--- src/rtl/laser_pkg.sv ---
// Shared constants, state encoding and accumulator helper for the laser-coverage scan sequencer.
package laser_pkg;
  localparam int GRID_W   = 4;
  localparam int N_IDX    = 20;
  localparam int CNT_W    = 6;
  localparam int R2       = 16;
  localparam int MAX_PASS = 6;
  localparam int IDX_W    = 5;
  localparam int PASS_W   = 3;

  typedef enum logic [1:0] {
    IDLE     = 2'd0,
    SCAN     = 2'd1,
    PASS_END = 2'd2,
    FIN      = 2'd3
  } state_t;

  // Per-candidate coverage sum; 2*N_IDX fits CNT_W, so no saturation is needed.
  function automatic logic [CNT_W-1:0] add_hits(input logic [CNT_W-1:0] acc,
                                                input logic [1:0]       hit);
    return acc + {{(CNT_W-2){1'b0}}, hit};
  endfunction
endpackage

--- src/rtl/laser_grid_counter.sv ---
// Point-index and row-major candidate counters for the 16x16 exhaustive scan.
module laser_grid_counter
  import laser_pkg::*;
(
  input  logic              clk,
  input  logic              rst_n,
  input  logic              clear,
  input  logic              advance,
  output logic [IDX_W-1:0]  scan_idx,
  output logic [GRID_W-1:0] cand_x,
  output logic [GRID_W-1:0] cand_y,
  output logic              last_idx,
  output logic              last_cand
);
  assign last_idx  = (scan_idx == IDX_W'(N_IDX - 1));
  assign last_cand = last_idx && (&cand_x) && (&cand_y);

  // Index runs 0..N_IDX-1 per candidate; X is the inner axis and wraps into Y.
  always_ff @(posedge clk or negedge rst_n) begin
    if (!rst_n) begin
      scan_idx <= '0;
      cand_x   <= '0;
      cand_y   <= '0;
    end else if (clear) begin
      scan_idx <= '0;
      cand_x   <= '0;
      cand_y   <= '0;
    end else if (advance) begin
      if (last_idx) begin
        scan_idx <= '0;
        cand_x   <= cand_x + 4'd1;
        if (&cand_x) begin
          cand_y <= cand_y + 4'd1;
        end
      end else begin
        scan_idx <= scan_idx + 5'd1;
      end
    end
  end
endmodule

--- src/rtl/laser_scan_sequencer.sv ---
// Sequences alternating C1/C2 exhaustive candidate passes and tracks the best-coverage centre.
module laser_scan_sequencer
  import laser_pkg::*;
(
  input  logic              clk,
  input  logic              rst_n,
  input  logic              start,
  input  logic [1:0]        hit_inc,
  output logic [IDX_W-1:0]  scan_idx,
  output logic [GRID_W-1:0] cand_x,
  output logic [GRID_W-1:0] cand_y,
  output logic [GRID_W-1:0] fix_x,
  output logic [GRID_W-1:0] fix_y,
  output logic              fix_en,
  output logic              busy,
  output logic [GRID_W-1:0] c1x,
  output logic [GRID_W-1:0] c1y,
  output logic [GRID_W-1:0] c2x,
  output logic [GRID_W-1:0] c2y,
  output logic              done
);
  state_t            state, state_next;
  logic [CNT_W-1:0]  acc, best, total;
  logic [PASS_W-1:0] pass_cnt;
  logic              improved, last_idx, last_cand;
  logic              start_acc, grid_clear, goto_fin;

  assign start_acc  = (state == IDLE) && start;
  assign grid_clear = start_acc || (state == PASS_END);
  assign total      = add_hits(acc, hit_inc);
  assign goto_fin   = ((pass_cnt + 3'd1) == PASS_W'(MAX_PASS)) ||
                      ((pass_cnt != 3'd0) && !improved);

  laser_grid_counter u_grid (
    .clk       (clk),
    .rst_n     (rst_n),
    .clear     (grid_clear),
    .advance   (state == SCAN),
    .scan_idx  (scan_idx),
    .cand_x    (cand_x),
    .cand_y    (cand_y),
    .last_idx  (last_idx),
    .last_cand (last_cand)
  );

  // Next-state decode.
  always_comb begin
    state_next = state;
    case (state)
      IDLE:     if (start)     state_next = SCAN;     else state_next = IDLE;
      SCAN:     if (last_cand) state_next = PASS_END; else state_next = SCAN;
      PASS_END: if (goto_fin)  state_next = FIN;      else state_next = SCAN;
      FIN:      state_next = IDLE;
      default:  state_next = IDLE;
    endcase
  end

  // State register.
  always_ff @(posedge clk or negedge rst_n) begin
    if (!rst_n) state <= IDLE;
    else        state <= state_next;
  end

  // Accumulate, compare and hand the optimised circle over as the fixed circle.
  always_ff @(posedge clk or negedge rst_n) begin
    if (!rst_n) begin
      acc      <= '0;
      best     <= '0;
      pass_cnt <= '0;
      improved <= 1'b0;
      c1x <= '0; c1y <= '0; c2x <= '0; c2y <= '0;
      fix_x <= '0; fix_y <= '0; fix_en <= 1'b0;
    end else if (start_acc) begin
      acc      <= '0;
      best     <= '0;
      pass_cnt <= '0;
      improved <= 1'b0;
      c1x <= '0; c1y <= '0; c2x <= '0; c2y <= '0;
      fix_x <= '0; fix_y <= '0; fix_en <= 1'b0;
    end else if (state == SCAN) begin
      if (last_idx) begin
        acc <= '0;
        // best carries across passes: re-scanning the fixed position reproduces it.
        if (total >= best) begin
          best <= total;
          if (total > best) improved <= 1'b1;
          if (pass_cnt[0]) begin
            c2x <= cand_x; c2y <= cand_y;
          end else begin
            c1x <= cand_x; c1y <= cand_y;
          end
        end
      end else begin
        acc <= total;
      end
    end else if (state == PASS_END) begin
      fix_x    <= pass_cnt[0] ? c2x : c1x;
      fix_y    <= pass_cnt[0] ? c2y : c1y;
      fix_en   <= 1'b1;
      pass_cnt <= pass_cnt + 3'd1;
      improved <= 1'b0;
    end
  end

  // Status outputs registered from the next state.
  always_ff @(posedge clk or negedge rst_n) begin
    if (!rst_n) begin
      busy <= 1'b0;
      done <= 1'b0;
    end else begin
      busy <= (state_next == SCAN) || (state_next == PASS_END);
      done <= (state_next == FIN);
    end
  end
endmodule

--- config.mk ---
export PLATFORM = sky130hd
export DESIGN_NAME = laser_scan_sequencer
export DESIGN_NICKNAME = d
export VERILOG_FILES = /design/src/rtl/laser_pkg.sv /design/src/rtl/laser_grid_counter.sv /design/src/rtl/laser_scan_sequencer.sv
export SDC_FILE = /design/constraint.sdc
export NUM_CORES = 1
export LEC_CHECK = 0
export ABC_AREA = 1
export BUFFER_PORTS_ARGS = -buffer_cell sky130_fd_sc_hd__buf_2
export CAP_MARGIN = 20
export CORE_ASPECT_RATIO = 1.75
export CORE_MARGIN = 2
export CORE_UTILIZATION = 50
export DETAILED_ROUTE_END_ITERATION = 12
export GPL_ROUTABILITY_DRIVEN = 0
export PLACE_DENSITY = 0.81
export SYNTH_ARGS = -nofsm -noshare
export SYNTH_HDL_FRONTEND = slang
export SYNTH_SLANG_ARGS = --single-unit
--- constraint.sdc ---
create_clock -name clk -period 2.8 [get_ports clk]
set_clock_uncertainty 0.1 [all_clocks]
set_input_delay 0.42 -clock clk [delete_from_list [all_inputs] [get_ports clk]]
set_output_delay 0.42 -clock clk [all_outputs]
set_load 0.05 [all_outputs]
==> results of run 1 <==
[final cells by class]
| class | instances | area [um^2] | area share, % |
|---|---|---|---|
| repair buffers | 50 | 278 | 7.45 |
| inverters | 42 | 168 | 4.50 |
| multi-input cells | 258 | 1530 | 41.1 |
| well taps | 80 | 100 | 2.68 |
| flip-flops and latches | 58 | 1450 | 38.9 |
| clock buffers | 14 | 163 | 4.36 |
| clock inverters | 2 | 35.0 | 0.940 |
[metal layers]
layer,vias to the layer above,track usage (%),wire length (um)
met5,-,0,0
met4,0,15.2,196
met3,17,4.50,274
met2,62,37.2,3730
met1,1296,25.2,2920
li1,1318,-,-
[registers in the layout, summed over array words and instances (netlist names), 2 cells and up]
name and cells:
acc 6, best 6, c1x 4, c1y 4
c2x 4, c2y 4, fix_x 4, fix_y 4
pass_cnt 3, state 2, u_grid.cand_x 4, u_grid.cand_y 4
u_grid.scan_idx 5
[worst max-delay path, delay by kind of cell (launching register included)]
kind / cells / cell delay [ns]
xor gates and xnor gates: 1 / 0.18
buffers and inverters: 2 / 0.25
adders and majority gates: 3 / 0.81
DFF: 1 / 0.40
and+or+nand+nor: 8 / 0.72
[per-stage QoR]
| step | setup slack, ns | std cells | total power [uW] |
|---|---|---|---|
| 2_1_floorplan | 0.240 | 366 | 1660 |
| 3_3_place_gp | 0.0862 | 488 | 1890 |
| 3_5_place_dp | 0.0328 | 488 | 1920 |
| 4_1_cts | 0.157 | 504 | 2710 |
| 5_1_grt | 0.0143 | 504 | 2940 |
| 6_report | 0.222 | 504 | 2740 |
[power by group through the flow]
stage               Sequential, uW  Clock [uW]  Combinational [uW]
detailed placement            1020           0                 898
CTS                           1010         798                 903
finish                        1020         786                 935
global placement              1020           0                 872
global route                  1030         826                1080
floorplan                     1030           0                 628
[kinds of logic after synthesis]
| kind of cell | synth area share [%] |
|---|---|
| and+or+nand+nor | 33.0 |
| DFF | 45.6 |
| buffers and inverters | 6.95 |
| AOI/OAI and AO/OA | 7.35 |
| adders and majority gates | 6.52 |
| xor gates and xnor gates | 0.550 |
[synth_stat cells (all sizes together)]
master | count | area share (%)
a21oi | 10 | 1.7
a31oi | 2 | 0.39
a32oi | 1 | 0.28
buf | 7 | 1.6
clkbuf | 1 | 0.12
dfrtp | 58 | 46
fa | 1 | 0.63
ha | 15 | 5.9
inv | 42 | 5.3
nand2 | 108 | 16
nand3 | 42 | 7.1
nand3b | 1 | 0.24
nand4 | 21 | 4.6
nor2 | 29 | 4.7
nor3 | 3 | 0.47
nor3b | 1 | 0.24
o21ai | 19 | 4.4
o22ai | 3 | 0.59
xor2 | 2 | 0.55
[final timing paths]
check	endpoint	slack (ns)	start
max	c1y[0]$_DFFE_PN0P_	0.22	acc[0]$_DFFE_PN0P_
min	u_grid.scan_idx[2]$_DFFE_PN0P_	0.10	rst_n
max reg2reg	c1y[0]$_DFFE_PN0P_	0.22	acc[0]$_DFFE_PN0P_
min reg2reg	fix_en$_DFFE_PN0P_	0.37	fix_en$_DFFE_PN0P_
max in group asynchronous	fix_y[1]$_DFFE_PN0P_	2.00	rst_n
min in group clk	fix_en$_DFFE_PN0P_	0.30	start
[timing repair]
action | CTS | global route
setup endpoints to repair | 0 | 22
setup buffers | 0 | 0
resized for setup | 0 | 6
==> qor.csv, run 1 <==
metric;value;unit
hold_violations;0;
fin_nets;440;
rows;38;
worstPathMaxFanout;10;
ys_seq_area_share;45.6;%
syn_area_per_cell;8.70;um^2
chipHeight;110;um
p_int;1760;uW
clock_path_buffers;2;
swShare;35.8;%
hold_slack;0.104;ns
setup_viol;0;
clk-insertion-delay-late;0.35;ns
synth_cells;366;
dr.pass1.iters;4;
worstHoldPathType;in2async;
final_core_util;60.3;%
ioPinCount;45;
crit_required;2.94;ns
combPwrFrac;34.2;%
wl_per_cell;14.1;um
coreArea;6180;um^2
cts_hold_buf;0;
grt_max_degree;59;
drive_above_1_share;25.5;%
diodes;0;
grt_pass1_vias;2602;
numCtsBuffers;9;
period_minus_slack;2.58;ns
crit_path_frequent_cell;nand2_1;
drc;0;
root_buffer;clkbuf_8;
rsz0062_at_grt;false;
power_frac_seq;37.1;%
synth-seq-cells;58;
grt_usage;22.2;%
cp-start-kind;register;
ys_types;36;
clk_pin_slew_worst_paths;0.06;ns
viasPerCell;5.34;
worstMarginPinSlew;0.738;ns
ir_drop;0.347;mV
crit_chain;ha_2 > fa_2 > nand3_2 > xor2_1 > ha_1 > nand2_1 > inv_1 > nand2_1 > nand2_1 > nor2_2 > nand2_2 > buf_4 > nand4_1 > nand2_1;
slew_headroom;50.8;%
final_area;3730;um^2
cts_tree;yes;
start_util;51.5;%
drt-total-wl;7120;um
crit_type;reg2reg;
critPathArrivalTime;2.72;ns
fmax;388;MHz
grt_pass1_wl;11800;um
fillerInstances;540;
power_density;734;nW/um^2
synth_nets;387;
slowest_delay;0.40;ns
r2r_cells;14;
status;finished clean;
post-route-period-util;92.1;%
cts-htree-levels;3;
vias;2693;
die_area;7050;um^2
syn2layout_area_growth;17.1;%
setup_tns;0;ns
drv_cap;0;
placed_cell_area;3510;um^2
pwr-share-clk;28.7;%
slew_viol_final;0;
p_leak;0.00198;uW
power.switching;980;uW
antenna_found_initial;0;
drt_iter0_drc;126;
layout_common_cells;nand2_1 (93), dfrtp_1 (58), buf_2 (44), nand3_1 (38), inv_1 (35);
postRouteAntennaNets;0;
layout_commonest_cell;nand2_1;
synth.cell_area;3180;um^2
portBuffers;44;
crit_slowest_cell;dfrtp_1;
cp-end-kind;register;
grt_overflow;0;
place_hpwl;5130;um
ys_warn_count;0;
clock-sinks;58;
die-width;64.3;um
No activity file was read; power rests on OpenSTA's default activity.
==> inputs of run 2 (changes only) <==
Clock period 2.8 ns to 2.7 ns, I/O delays scaled along.
==> qor.csv, run 2 (synthesis results as in run 1) <==
metric;value;unit;change
status;finished clean;;
pwr-share-clk;27.8;%;-0.9 points
clk_pin_slew_worst_paths;0.06;ns;about the same
postRouteAntennaNets;0;;unchanged
slowest_delay;0.43;ns;+0.03 ns
crit_path_frequent_cell;nand2_2;;
hold_violations;0;;unchanged
ir_drop;0.419;mV;+21%
power_frac_seq;34.5;%;-2.6 points
drt-total-wl;7470;um;+4.9%
p_leak;0.00202;uW;+2.0%
fmax;386;MHz;-0.45%
final_core_util;62.3;%;+2.0 points
min_to;fix_en$_DFFE_PN0P_;;
grt_pass1_wl;12200;um;+3.3%
drc;0;;unchanged
rsz0062_at_grt;true;;
crit_required;2.83;ns;-0.11 ns
crit_chain;ha_4 > fa_2 > xor2_2 > ha_1 > nand2_2 > nor2_4 > nand2_1 > inv_1 > nor2_2 > nand2_2 > buf_4 > nand3_4 > nand2_2 > nand2_1;;
syn2layout_area_growth;20.9;%;
slew_viol_final;0;;unchanged
drv_cap;0;;unchanged
cp-start-kind;register;;
drt_iter0_drc;133;;+5.6%
fin_nets;445;;+1.1%
crit_type;reg2reg;;
portBuffers;44;;unchanged
grt_overflow;0;;unchanged
worstMarginPinSlew;0.539;ns;-0.199 ns
combPwrFrac;37.7;%;+3.5 points
min_path_cells;4;;
hold_slack;0.292;ns;+0.188 ns
antenna_found_initial;0;;unchanged
wl_per_cell;14.7;um;+3.9%
worstHoldPathType;in2reg;;
crit_slowest_cell;dfrtp_1;;
worstPathMaxFanout;8;;-2
post-place-ws;-0.0550;ns;-0.0878 ns
slew_headroom;64.0;%;+13 points
fillerInstances;531;;-1.7%
swShare;35.9;%;+0.075 points
rows;38;;unchanged
place_hpwl;5290;um;+3.1%
grt_pass1_vias;2707;;+4.0%
post-route-period-util;95.9;%;+3.8 points
power.switching;1110;uW;+13%
r2r_start;acc[0]$_DFFE_PN0P_;;
chipHeight;110;um;unchanged
timing.rr.end;c2x[3]$_DFFE_PN0P_;;
grt_max_degree;27;;-54%
diodes;0;;unchanged
layout_common_cells;nand2_1 (87), dfrtp_1 (58), buf_2 (44), nand3_1 (37), inv_1 (35);;
power_density;800;nW/um^2;+9.0%
clock-sinks;58;;unchanged
p_int;1970;uW;+12%
grt_usage;22.7;%;+0.52 points
clock_path_buffers;2;;unchanged
period_minus_slack;2.59;ns;+0.0116 ns
die-width;64.3;um;unchanged
r2r_slack;0.11;ns;-0.11 ns
layout_commonest_cell;nand2_1;;
design_power_total;3080;uW;+13%
root_buffer;clkbuf_8;;
critPathArrivalTime;2.72;ns;about the same
ioPinCount;45;;unchanged
viasPerCell;5.37;;+0.49%
worst_slack;0.110;ns;-0.112 ns
drive_above_1_share;28.7;%;+3.2 points
cts_tree;yes;;
dr.pass1.iters;4;;unchanged
numCtsBuffers;9;;unchanged
hold_start;start;;
startpoint;acc[0]$_DFFE_PN0P_;;
cts-htree-levels;3;;unchanged
cp-end-kind;register;;
start_util;51.5;%;unchanged
die_area;7050;um^2;unchanged
setup_viol;0;;unchanged
r2r_cells;14;;unchanged
clk-insertion-delay-late;0.34;ns;about the same
vias;2733;;+1.5%
reg.largest.list;acc: 6 flops, best: 6 flops, u_grid.scan_idx: 5 flops;;
coreArea;6180;um^2;unchanged
run 2: cell types whose count changed in the layout (fill, tap and decap cells not counted), sizes merged:
cell	before	now
clkbuf	14	15
buf	50	54
dlygate4sd3	0	1
clkinv	1	0
run 2: routing by layer:
metal	up-vias	routed length [um]	global-route usage [%]
li1	1322	-	-
met1	1297	2960	25.9
met2	83	3870	37.7
met3	31	342	6.24
met4	0	299	13.5
met5	-	0	0
run 2: worst max-delay path, delay by kind of cell, from the launching register on:
| family | cells | cell delay [ns] |
|---|---|---|
| fa+ha+maj | 3 | 0.89 |
| buf+inv | 2 | 0.20 |
| simple gates | 8 | 0.66 |
| flops | 1 | 0.43 |
| xor+xnor | 1 | 0.18 |
run 2: worst max path at each step:
stage,end
2_1_floorplan,c2x[0]$_DFFE_PN0P_
3_3_place_gp,c1y[3]$_DFFE_PN0P_
3_5_place_dp,c1y[1]$_DFFE_PN0P_
4_1_cts,c1y[1]$_DFFE_PN0P_
5_1_grt,c2x[3]$_DFFE_PN0P_
6_report,c2x[3]$_DFFE_PN0P_
run 2: layout make-up:
class	count	area, um^2	share of cell area (%)
Multi-Input combinational cell	258	1600	41.5
Inverter	42	168	4.35
Clock inverter	1	30.0	0.780
Sequential cell	58	1450	37.7
Clock buffer	15	186	4.84
Tap cell	80	100	2.60
Timing Repair Buffer	55	318	8.25
run 2: power by group through the flow:
stage | Clock (uW) | Sequential (uW) | Combinational [uW]
floorplan | 0 | 1070 | 651
global placement | 0 | 1060 | 906
detailed placement | 0 | 1060 | 938
CTS | 867 | 1050 | 946
global route | 907 | 1080 | 1290
finish | 855 | 1060 | 1160
run 2: stage by stage:
stage / area (um^2) / cells / setup TNS (ns)
after detailed placement: 3520 / 489 / -0.503
after global placement: 3520 / 489 / -0.00198
after floorplan: 3180 / 366 / 0
final: 3850 / 509 / 0
after CTS: 3740 / 506 / 0
after global routing: 3850 / 509 / -0.123
run 2: what timing repair did:
action	4_1_cts	5_1_grt
hold buffers	1	0
endpoints found under the hold margin	11	0
buffers inserted	0	3
gates resized for setup	0	18
setup endpoints to repair	0	22
==> inputs of run 3 (changes only) <==
Settings changed: REMOVE_ABC_BUFFERS set to 1.
==> qor.csv, run 3 (synthesis results as in run 1) <==
metric;value;unit;change
vias;2738;;+0.18%
postRouteAntennaNets;0;;unchanged
cts_tree;yes;;
hold_violations;0;;unchanged
clk-insertion-delay-late;0.35;ns;about the same
slew_viol_final;0;;unchanged
combPwrFrac;39.4;%;+1.7 points
post-route-period-util;98.6;%;+2.6 points
fin_nets;444;;-0.22%
numCtsBuffers;9;;unchanged
critPathArrivalTime;2.81;ns;+0.09 ns
grt_pass1_vias;2626;;-3.0%
cp-end-kind;register;;
antenna_found_initial;0;;unchanged
pwr-share-clk;26.7;%;-1.1 points
grt_pass1_wl;12400;um;+2.3%
crit_family;adder cells;;
crit_slowest_cell;fa_2;;
portBuffers;44;;unchanged
drc;0;;unchanged
clock_path_buffers;2;;unchanged
cts_hold_buf;0;;-1
crit_required;2.85;ns;+0.02 ns
coreArea;6180;um^2;unchanged
p_int;1930;uW;-2.4%
fillerInstances;520;;-2.1%
dr.pass1.iters;4;;unchanged
worstPathMaxFanout;8;;unchanged
p_leak;0.00202;uW;about the same
drive_above_1_share;29.0;%;+0.30 points
diodes;0;;unchanged
hold_slack;0.0697;ns;-0.222 ns
chipHeight;110;um;unchanged
grt_overflow;0;;unchanged
clk_pin_slew_worst_paths;0.07;ns;about the same
swShare;38.3;%;+2.4 points
power.switching;1200;uW;+8.1%
power_frac_seq;33.8;%;-0.7 points
worstHoldPathType;in2async;;
grt_max_degree;59;;+120%
clock-sinks;58;;unchanged
layout_commonest_cell;nand2_1;;
rows;38;;unchanged
die-width;64.3;um;unchanged
ir_drop;0.455;mV;+8.5%
cts-htree-levels;3;;unchanged
ioPinCount;45;;unchanged
die_area;7050;um^2;unchanged
place_hpwl;5340;um;+1.0%
status;finished clean;;
multiInputGateArea;1600;um^2;about the same
slowest_delay;0.43;ns;about the same
drt-total-wl;7650;um;+2.5%
crit_type;reg2reg;;
syn2layout_area_growth;20.9;%;about the same
design_power_total;3120;uW;+1.4%
setup_viol;0;;unchanged
period_minus_slack;2.66;ns;+0.0714 ns
viasPerCell;5.39;;+0.38%
seq_area;1450;um^2;unchanged
worstMarginPinSlew;0.733;ns;+0.195 ns
stdcell_count;508;;-0.20%
reg.largest.list;acc: 6 flops, best: 6 flops, u_grid.scan_idx: 5 flops;;
critPathBufInv;2;;unchanged
start_util;51.5;%;unchanged
drv_cap;0;;unchanged
drt_iter0_drc;198;;+49%
dp_cells;488;;-0.20%
crit_chain;ha_4 > fa_2 > nand3_2 > xor2_1 > ha_1 > nand2_2 > nor2_4 > nand2_2 > inv_2 > nor2_4 > nand2_4 > buf_6 > nand4_1 > nand2_1;;
root_buffer;clkbuf_8;;
slew_headroom;51.1;%;-13 points
fmax;376;MHz;-2.7%
wl_per_cell;15.1;um;+2.7%
power_density;811;nW/um^2;+1.3%
cp-start-kind;register;;
grt_usage;23.2;%;+0.55 points
layout_common_cells;nand2_1 (87), dfrtp_1 (58), buf_2 (44), nand3_1 (38), inv_1 (33);;
setup_tns;0;ns;unchanged
-- run 3: worst paths after layout --
kind	start	depth (start not counted)	endpoint	slack, ns
worst min register to register	fix_en$_DFFE_PN0P_	2	fix_en$_DFFE_PN0P_	0.37
worst min-delay path	rst_n	2	u_grid.scan_idx[0]$_DFFE_PN0P_	0.07
worst max register to register	acc[0]$_DFFE_PN0P_	14	c1x[3]$_DFFE_PN0P_	0.04
min in group clk	start	4	fix_en$_DFFE_PN0P_	0.27
max in group asynchronous	rst_n	2	best[2]$_DFFE_PN0P_	1.92
worst max-delay path	acc[0]$_DFFE_PN0P_	14	c1x[3]$_DFFE_PN0P_	0.04
-- run 3: power groups by stage --
| stage | clock [uW] | combinational [uW] | sequential [uW] |
|---|---|---|---|
| 2_1_floorplan | 0 | 630 | 1070 |
| 3_3_place_gp | 0 | 892 | 1060 |
| 3_5_place_dp | 0 | 940 | 1060 |
| 4_1_cts | 839 | 948 | 1050 |
| 5_1_grt | 878 | 1380 | 1070 |
| 6_report | 835 | 1230 | 1060 |
-- run 3: worst register-to-register path, cell delays in order, from the launching register on --
cell and delay [ns]:
dfrtp_1 0.42, ha_4 0.19, fa_2 0.43, nand3_2 0.09, xor2_1 0.19, ha_1 0.27
nand2_2 0.11, nor2_4 0.05, nand2_2 0.08, inv_2 0.05, nor2_4 0.12, nand2_4 0.12
buf_6 0.16, nand4_1 0.11, nand2_1 0.07
-- run 3: through the flow --
stage | worst slack, ns | cell area, um^2 | util (%)
floorplan | -0.0235 | 3130 | -
global placement | -0.0282 | 3510 | 56.8
detailed placement | -0.0799 | 3510 | 56.8
CTS | 0.0389 | 3710 | 60.1
global route | -0.0574 | 3850 | 62.3
finish | 0.0386 | 3850 | 62.3
-- run 3: area by class of cell --
| cell class | instances | area share, % |
|---|---|---|
| clock buffers | 12 | 4.03 |
| well taps | 80 | 2.60 |
| clock inverters | 4 | 1.30 |
| multi-input cells | 258 | 41.5 |
| flip-flops and latches | 58 | 37.7 |
| repair buffers | 54 | 8.54 |
| inverters | 42 | 4.35 |
-- run 3: metal layers --
layer  vias up  part of all wire [%]  track usage, %
met5         -                     0               0
met4         0                   2.3            10.5
met3        17                   3.6            6.04
met2        62                    54            38.7
met1      1334                    40            28.3
li1       1325                     -               -
-- run 3: what timing repair did --
item | in CTS | in global routing
buffers inserted | 0 | 3
gates resized for setup | 0 | 23
endpoints found under the setup margin | 0 | 22
